File: src/rtl/divider_8by4_pkg.sv
// ============================================================================
// Module : divider_8by4_pkg
// Brief  : Shared state encoding and width constants for the 8/4 divider.
// Rev    : 1.0 - initial release
// ============================================================================
`default_nettype none

package divider_8by4_pkg;

  localparam int DIVIDEND_W = 8;
  localparam int DIVISOR_W  = 4;
  localparam int REM_W      = 5;
  localparam int ITER_CNT_W = 3;

  typedef enum logic [1:0] {
    IDLE = 2'd0,
    CALC = 2'd1,
    DONE = 2'd2
  } state_t;

endpackage

`default_nettype wire

File: src/rtl/divider_sub_step.sv
// ============================================================================
// Module : divider_sub_step
// Brief  : One restoring-division step: trial subtract R' - divisor through a
//          ripple of full-adder cells; carry-out is the quotient bit.
// Rev    : 1.0 - initial release
// ============================================================================
`default_nettype none

module divider_sub_step
  import divider_8by4_pkg::*;
(
  input  logic [REM_W-1:0]     r_prime,
  input  logic [DIVISOR_W-1:0] divisor,
  output logic [REM_W-1:0]     r_next,
  output logic                 q_bit
);

  logic [REM_W-1:0] b_inv;
  logic [REM_W-1:0] diff;
  logic [REM_W:0]   carry;

  // Subtraction as R' + ~divisor + 1; no borrow (carry-out 1) means R' >= divisor.
  assign b_inv    = ~{1'b0, divisor};
  assign carry[0] = 1'b1;

  generate
    for (genvar i = 0; i < REM_W; i++) begin : g_fa
      assign diff[i]    = r_prime[i] ^ b_inv[i] ^ carry[i];
      assign carry[i+1] = (r_prime[i] & b_inv[i]) | (carry[i] & (r_prime[i] ^ b_inv[i]));
    end
  endgenerate

  assign q_bit  = carry[REM_W];
  assign r_next = q_bit ? diff : r_prime;

endmodule

`default_nettype wire

File: src/rtl/divider_8by4.sv
// ============================================================================
// Module : divider_8by4
// Brief  : Sequential restoring divider, 8-bit / 4-bit, one quotient bit per
//          clock with start/busy/done handshake. Optional macro
//          DIVIDER_ZERO_DETECT_EN adds the dz port and a 1-edge zero path.
// Rev    : 1.0 - initial release
// ============================================================================
`default_nettype none

module divider_8by4
  import divider_8by4_pkg::*;
#(
  parameter int N_ITER = 8
) (
  input  logic                  clk,
  input  logic                  rst_n,
  input  logic                  start,
  input  logic [DIVIDEND_W-1:0] dividend,
  input  logic [DIVISOR_W-1:0]  divisor,
  output logic                  busy,
  output logic                  done,
  output logic [DIVIDEND_W-1:0] quotient,
`ifdef DIVIDER_ZERO_DETECT_EN
  output logic [DIVISOR_W-1:0]  remainder,
  output logic                  dz
`else
  output logic [DIVISOR_W-1:0]  remainder
`endif
);

  localparam logic [ITER_CNT_W-1:0] LAST_ITER = ITER_CNT_W'(N_ITER - 1);

  state_t                  state;
  logic [DIVIDEND_W-1:0]   shreg;
  logic [DIVISOR_W-1:0]    dvsr;
  logic [REM_W-1:0]        rem;
  logic [ITER_CNT_W-1:0]   cnt;

  logic [REM_W-1:0]        r_prime;
  logic [REM_W-1:0]        r_next;
  logic                    q_bit;
  logic                    zero_fast;

  // shreg shifts dividend bits out of the MSB while quotient bits enter at the LSB.
  assign r_prime = {rem[DIVISOR_W-1:0], shreg[DIVIDEND_W-1]};

`ifdef DIVIDER_ZERO_DETECT_EN
  assign zero_fast = (divisor == '0);
`else
  assign zero_fast = 1'b0;
`endif

  divider_sub_step u_sub_step (
    .r_prime (r_prime),
    .divisor (dvsr),
    .r_next  (r_next),
    .q_bit   (q_bit)
  );

  always_ff @(posedge clk or negedge rst_n) begin
    if (!rst_n) begin
      state     <= IDLE;
      busy      <= 1'b0;
      done      <= 1'b0;
      quotient  <= '0;
      remainder <= '0;
      shreg     <= '0;
      dvsr      <= '0;
      rem       <= '0;
      cnt       <= '0;
`ifdef DIVIDER_ZERO_DETECT_EN
      dz        <= 1'b0;
`endif
    end else begin
      case (state)
        IDLE: begin
          if (start) begin
            if (zero_fast) begin
              state     <= DONE;
              done      <= 1'b1;
              quotient  <= '1;
              remainder <= dividend[DIVISOR_W-1:0];
            end else begin
              state <= CALC;
              busy  <= 1'b1;
              shreg <= dividend;
              dvsr  <= divisor;
              rem   <= '0;
              cnt   <= '0;
            end
`ifdef DIVIDER_ZERO_DETECT_EN
            dz <= zero_fast;
`endif
          end
        end
        CALC: begin
          shreg <= {shreg[DIVIDEND_W-2:0], q_bit};
          rem   <= r_next;
          cnt   <= cnt + 1'b1;
          if (cnt == LAST_ITER) begin
            state     <= DONE;
            busy      <= 1'b0;
            done      <= 1'b1;
            quotient  <= {shreg[DIVIDEND_W-2:0], q_bit};
            remainder <= r_next[DIVISOR_W-1:0];
          end
        end
        DONE: begin
          state <= IDLE;
          done  <= 1'b0;
        end
        default: begin
          state <= IDLE;
          busy  <= 1'b0;
          done  <= 1'b0;
        end
      endcase
    end
  end

endmodule

`default_nettype wire

File: config.mk
export PLATFORM = sky130hd
export DESIGN_NAME = divider_8by4
export DESIGN_NICKNAME = d
export VERILOG_FILES = /design/src/rtl/divider_8by4_pkg.sv /design/src/rtl/divider_sub_step.sv /design/src/rtl/divider_8by4.sv
export SDC_FILE = /design/constraint.sdc
export NUM_CORES = 1
export LEC_CHECK = 0
export BUFFER_PORTS_ARGS = -buffer_cell sky130_fd_sc_hd__buf_2
export CORE_MARGIN = 2
export CORE_UTILIZATION = 60
export CTS_BUF_LIST = sky130_fd_sc_hd__clkbuf_4
export DETAILED_ROUTE_END_ITERATION = 10
export GPL_TIMING_DRIVEN = 0
export MAX_ROUTING_LAYER = met4
export PLACE_DENSITY = 0.85
export RECOVER_POWER = 100
export REMOVE_ABC_BUFFERS = 1
export SETUP_SLACK_MARGIN = 0.2
export SYNTH_ARGS = -nofsm -noshare
export SYNTH_HDL_FRONTEND = slang
export SYNTH_SLANG_ARGS = --single-unit
File: constraint.sdc
create_clock -name clk -period 4.92 [get_ports clk]
set_input_delay 0.492 -clock clk [delete_from_list [all_inputs] [get_ports clk]]
set_output_delay 0.492 -clock clk [all_outputs]
set_load 0.02 [all_outputs]
==> results of run 1 <==
==> critical path, stage by stage, from the launching register on <==
cell	delay [ns]
dfrtp_1	0.39
inv_1	0.07
ha_1	0.14
inv_1	0.05
fa_1	0.37
fa_1	0.36
inv_1	0.07
fa_1	0.15
nor2b_1	0.48
mux2_2	0.41
o21ai_0	0.16
==> cell usage in the layout (no fill, tap or decap), drive strengths merged, types with 2 or more instances in the layout <==
cell type,instances
clkinv,2
dfrtp,35
fa,3
inv,12
o22ai,5
clkbuf,21
ha,3
a31oi,2
nand2,20
a22oi,5
buf,13
o21bai,2
and2,2
nor2b,3
o21ai,16
mux2i,2
mux2,13
==> report_power, final <==
part	internal (mW)	switching (mW)	total (mW)
logic	0.223	0.304	0.528
clock network	0.0583	0.0920	0.150
registers	0.428	0.0954	0.524
total	0.710	0.492	1.20
==> logic make-up after synthesis <==
logic type	synth area share
flops	0.546
compound gates	0.126
simple gates	0.0851
buf+inv	0.0679
mux	0.113
fa+ha+maj	0.0609
==> layout make-up <==
class | instances | area, sq um | area share
flip-flops and latches | 35 | 876 | 0.510
inverters | 12 | 45.0 | 0.0262
repair buffers | 28 | 121 | 0.0707
clock inverters | 2 | 7.51 | 0.00437
well taps | 30 | 37.5 | 0.0219
multi-input cells | 81 | 584 | 0.340
clock buffers | 6 | 45.0 | 0.0262
==> registers in the layout (all words and copies together), names as in the netlist <==
register   cells
quotient       8
shreg          8
dvsr           4
rem            4
remainder      4
cnt            3
state          2
busy           1
done           1
==> routing by layer <==
metal	part of all wire	GRT usage	wire length, um
met2	0.47	0.321	1300
met3	0.053	0.0837	144
met5	0	-	0
met1	0.46	0.237	1250
met4	0.019	0.0976	53
==> synthesized netlist by cell type (3+ instances only) <==
library cell / n / share of area
mux2_2: 9 / 0.063
o21ai_1: 3 / 0.0094
buf_6: 4 / 0.028
ha_1: 3 / 0.023
inv_1: 12 / 0.028
buf_2: 3 / 0.0094
dfrtp_1: 35 / 0.55
a22oi_1: 5 / 0.023
nand2_1: 20 / 0.047
o21ai_0: 13 / 0.041
fa_1: 3 / 0.037
o22ai_1: 5 / 0.020
mux2_4: 4 / 0.037
==> final timing paths <==
path / endpoint / slack (ns) / cells past startpoint
max in group asynchronous: quotient[5] / 3.27 / 1
min reg2reg: remainder[0] / 0.49 / 2
min: dvsr[2] / 0.38 / 2
max reg2reg: remainder[3] / 2.18 / 10
min in group asynchronous: quotient[3] / 0.60 / 1
max: remainder[3] / 2.18 / 10
==> through the flow <==
step / utilization / total power, mW
after global placement: 0.687 / 1.07
after detailed placement: 0.687 / 1.10
after floorplan: - / 0.938
final: 0.687 / 1.20
after CTS: 0.708 / 1.25
after global routing: 0.687 / 1.30
==> qor.yml, run 1 <==
outcome:
  status: "finished, violations left"
  violations: "capacitance limit, slew limit"
synth:
  syn-cell-area_sq_um: 1600
  ys_warn_count: 0
  syn_inst: 136
  ys_async_sr_fraction: 1.00
  ys_ff_latch: 35
  yosysUniqueCellTypes: 26
  avgSynthCellArea_sq_um: 11.8
  synth-seq-area-share: 0.546
  ys.flop_type: "dfrtp_1"
  synth_edf_count: 0
routing:
  dr.pass1.iters: 4
  routed-via-count: 1041
  drc: 0
  via_per_inst: 5.37
  finalWirelength_um: 2740
  wl_per_cell_um: 14.1
  drt_iter0_drc: 23
  antenna_left: 0
cts:
  cts_tree: "yes"
  cts_root_buffer: "clkbuf_4"
  htreeDepth: 2
  clk_pin_slew_ns: 0.10
  clock_sinks: 35
  clk_latency_ns: 0.35
  cts-hold-fix-buffers: 0
  cts_resized: 0
  post-cts-setup-buffer-count: 0
  cts_buffers: 5
  clockBufferDepth: 2
place:
  hpwl_um: 1900
  dp.cells: 186
  place_area_sq_um: 1720
  dp_slack_ns: 2.17
  placement.io_buffers: 28
  gp_congestion: 0.768
die:
  die-area_sq_um: 3100
  dieWidth_um: 55.7
  die_h_um: 55.7
  row_count: 18
  pin_count: 29
  core_region_area_sq_um: 2500
  initial_core_util: 0.641
worst_setup_path:
  worstPathRequired_ns: 5.17
  crit_arrival_ns: 2.99
  cp-end-kind: "flip-flop"
  cp_max_fo: 6
  reg2reg_from: "shreg[7]"
  crit_start: "shreg[7]"
  crit_type: "reg -> reg"
  cp-start-kind: "flip-flop"
sta:
  finalSetupViolCount: 0
  period_minus_slack_ns: 2.74
  relSlewSlack: -0.190
  setup_ws_ns: 2.18
  tightest_slew_ns: 1.78
  period_share: 0.558
  holdWs_ns: 0.377
  finalHoldViolCount: 0
  setup_tns_ns: 0
  fmax_mhz: 364
  slew_violations: 36
  finalClockSkew_ns: 0.0161
  rsz0062_at_grt: "no"
power_and_ir_drop:
  p_per_area_nw_per_um2: 700
  ir_drop_mv: 0.441
  p_leak_nw: 0.799
min_path:
  hold_path.class: "in -> reg"
  min-delay-start: "divisor[2]"
job:
  max-cap-violations: 1
global_route:
  grt_pass1_vias: 1082
  grt_usage: 0.208
  grt_pass1_wl_um: 4740
  grt_max_degree: 36
  antenna_found_initial: 0
  grt-ovfl-total: 0
layout:
  drive_above_1_share: 0.189
  diodes: 0
  stdcell_count: 194
  post-route-cell-area_sq_um: 1720
  finalNetCount: 184
  fillers: 204
  area_growth_pct: 7.10
Note: power is estimated with default switching activity, not from simulation.
==> run 2: changes to the inputs <==
Settings changed: CORE_UTILIZATION 60 to 57, PLACE_DENSITY 0.85 to 0.81.
Clock period 4.92 ns to 2.7 ns, I/O delays scaled along.
==> qor.yml, run 2 (synthesis results as in run 1) <==
layout:
  post-route-cell-area_sq_um: 1800  # +4.6%
  finalNetCount: 188  # +2.2%
  area_growth_pct: 12.0
  final_common_cell: "dfrtp_1"
  top_regs: "quotient x8, shreg x8"
  layout_common_cells: "dfrtp_1, nand2_1, clkbuf_1, buf_2, inv_1"
  fillers: 240  # +18%
  diodes: 0  # unchanged
  regArea_sq_um: 876  # unchanged
  multi_input_area_sq_um: 624  # +6.9%
  fin_util: 0.663  # -0.0242
  drive_above_1_share: 0.238  # +0.0491
worst_setup_path:
  rr_endpoint: "rem[2]"
  cp-end-kind: "flip-flop"
  ff2ff_setup_slack_ns: 0.22  # -1.95 ns
  cp_max_fo: 5  # -1
  reg2reg_from: "shreg[7]"
  ff2ff_path_depth: 11  # +1
  worstPathRequired_ns: 2.89  # -2.28 ns
  crit_type: "reg -> reg"
  cp-start-kind: "flip-flop"
  crit_arrival_ns: 2.67  # -0.32 ns
place:
  hpwl_um: 1900  # +0.42%
  dp_slack_ns: -0.0651  # -2.23 ns
  place_area_sq_um: 1720  # about the same
  placement.io_buffers: 28  # unchanged
  gp_congestion: 0.807  # +5.1%
sta:
  period_share: 0.918  # +0.360
  finalClockSkew_ns: 0.0135  # -0.00261 ns
  rsz0062_at_grt: "yes"
  setup_ws_ns: 0.221  # -1.95 ns
  relSlewSlack: -0.224  # -0.0339
  tightest_slew_ns: 1.84  # +0.0508 ns
  period_minus_slack_ns: 2.48  # -0.266 ns
  fmax_mhz: 403  # +11%
  slew_violations: 36  # unchanged
  finalHoldViolCount: 0  # unchanged
  finalSetupViolCount: 0  # unchanged
  setup_tns_ns: 0  # unchanged
outcome:
  violations: "capacitance limit, slew limit"
  status: "finished, violations left"
die:
  die-area_sq_um: 3250  # +4.9%
  die_h_um: 57.0  # +2.4%
  dieWidth_um: 57.0  # +2.4%
  core_region_area_sq_um: 2710  # +8.4%
  row_count: 19  # +1
  pin_count: 29  # unchanged
  initial_core_util: 0.591  # -0.0497
routing:
  routed-via-count: 1125  # +8.1%
  drc: 0  # unchanged
  antenna_left: 0  # unchanged
  wl_per_cell_um: 15.0  # +5.8%
  finalWirelength_um: 2980  # +8.6%
  dr.pass1.iters: 4  # unchanged
  drt_iter0_drc: 23  # unchanged
  via_per_inst: 5.65  # +5.4%
cts:
  clk_pin_slew_ns: 0.11  # about the same
  cts_root_buffer: "clkbuf_4"
  htreeDepth: 2  # unchanged
  cts_tree: "yes"
  cts_buffers: 5  # unchanged
  clock_sinks: 35  # unchanged
  cts-hold-fix-buffers: 0  # unchanged
  clk_latency_ns: 0.35  # about the same
  clockBufferDepth: 2  # unchanged
min_path:
  hold_depth: 2  # unchanged
  min-delay-start: "divisor[3]"
  hold_path.class: "in -> reg"
  whs_endpoint: "dvsr[3]"
global_route:
  antenna_found_initial: 0  # unchanged
  use_met2: 0.320  # -0.00123
  grt-ovfl-total: 0  # unchanged
  grt_pass1_vias: 1085  # +0.28%
  grt_usage: 0.211  # +0.00338
  top_usage_layer: "met2"
  grtUsageMet1: 0.266  # +0.0294
  grt_max_degree: 36  # unchanged
  grt_util_met3: 0.0499  # -0.0338
  grt_pass1_wl_um: 4980  # +5.1%
power_and_ir_drop:
  sw_frac_of_total: 0.404  # -0.00534
  p_clk_frac: 0.113  # -0.012
  p_comb_frac: 0.490  # +0.051
  p_int_mw: 1.45  # +100%
  switchingPower_mw: 0.982  # +100%
  p_leak_nw: 0.824  # +3.1%
  ir_drop_mv: 0.951  # +120%
  power.total_mw: 2.43  # +100%
  p_per_area_nw_per_um2: 1350  # +93%
  pwr-share-seq: 0.398  # -0.038
job:
  max-cap-violations: 1  # unchanged
==> run 2: changes by cell type in the layout (fill, tap and decap cells not counted), sizes merged <==
| cell | before | now |
|---|---|---|
| clkbuf | 21 | 22 |
| buf | 13 | 16 |
==> run 2: metal layers <==
metal	up-vias	share of wire	wire length, um
li1	521	-	-
met5	-	0	0
met4	0	0.016	49
met3	8	0.065	194
met1	563	0.43	1280
met2	33	0.49	1460
==> run 2: area by class of cell <==
type | instances | share of cell area
repair buffers | 32 | 0.0885
clock buffers | 6 | 0.0251
multi-input cells | 81 | 0.348
flip-flops and latches | 35 | 0.488
clock inverters | 2 | 0.00418
inverters | 12 | 0.0251
well taps | 31 | 0.0216
==> run 2: per-stage QoR <==
step	hold WS (ns)	cells
floorplan	-0.0256	128
global placement	0.376	187
detailed placement	0.385	187
CTS	0.00406	199
global route	0.126	199
finish	0.139	199
==> run 2: critical path: stages (launching register included) <==
cell	delay, ns
dfrtp_1	0.40
inv_1	0.12
ha_4	0.15
inv_1	0.05
fa_2	0.34
fa_2	0.35
inv_2	0.07
fa_2	0.19
nor2b_4	0.22
buf_6	0.12
mux2i_1	0.23
o22ai_1	0.10
==> run 2: power by group through the flow <==
| stage | Combinational, mW | Sequential [mW] | Clock [mW] |
|---|---|---|---|
| floorplan | 0.657 | 1.05 | 0 |
| global route | 1.33 | 1.00 | 0.308 |
| finish | 1.19 | 0.967 | 0.275 |
| CTS | 1.21 | 0.962 | 0.282 |
| detailed placement | 1.05 | 0.967 | 0 |
| global placement | 0.996 | 0.951 | 0 |
==> run 2: repair_timing <==
action                                  4_1_cts  5_1_grt
endpoints found under the setup margin        9        8
endpoints found under the hold margin         0        0
setup buffers                                 4        0
resized for setup                             9       11
pin swaps                                     0        0
==> run 2: how the worst max path moves through the flow <==
stage | start | endpoint | slack, ns | cells after the start
global route | shreg[7] | rem[2] | 0.12 | 11
finish | shreg[7] | rem[2] | 0.22 | 11
detailed placement | shreg[7] | remainder[3] | -0.07 | 10
floorplan | shreg[7] | remainder[0] | 0.23 | 10
global placement | shreg[7] | remainder[3] | 0.02 | 10
CTS | shreg[7] | rem[1] | 0.21 | 11
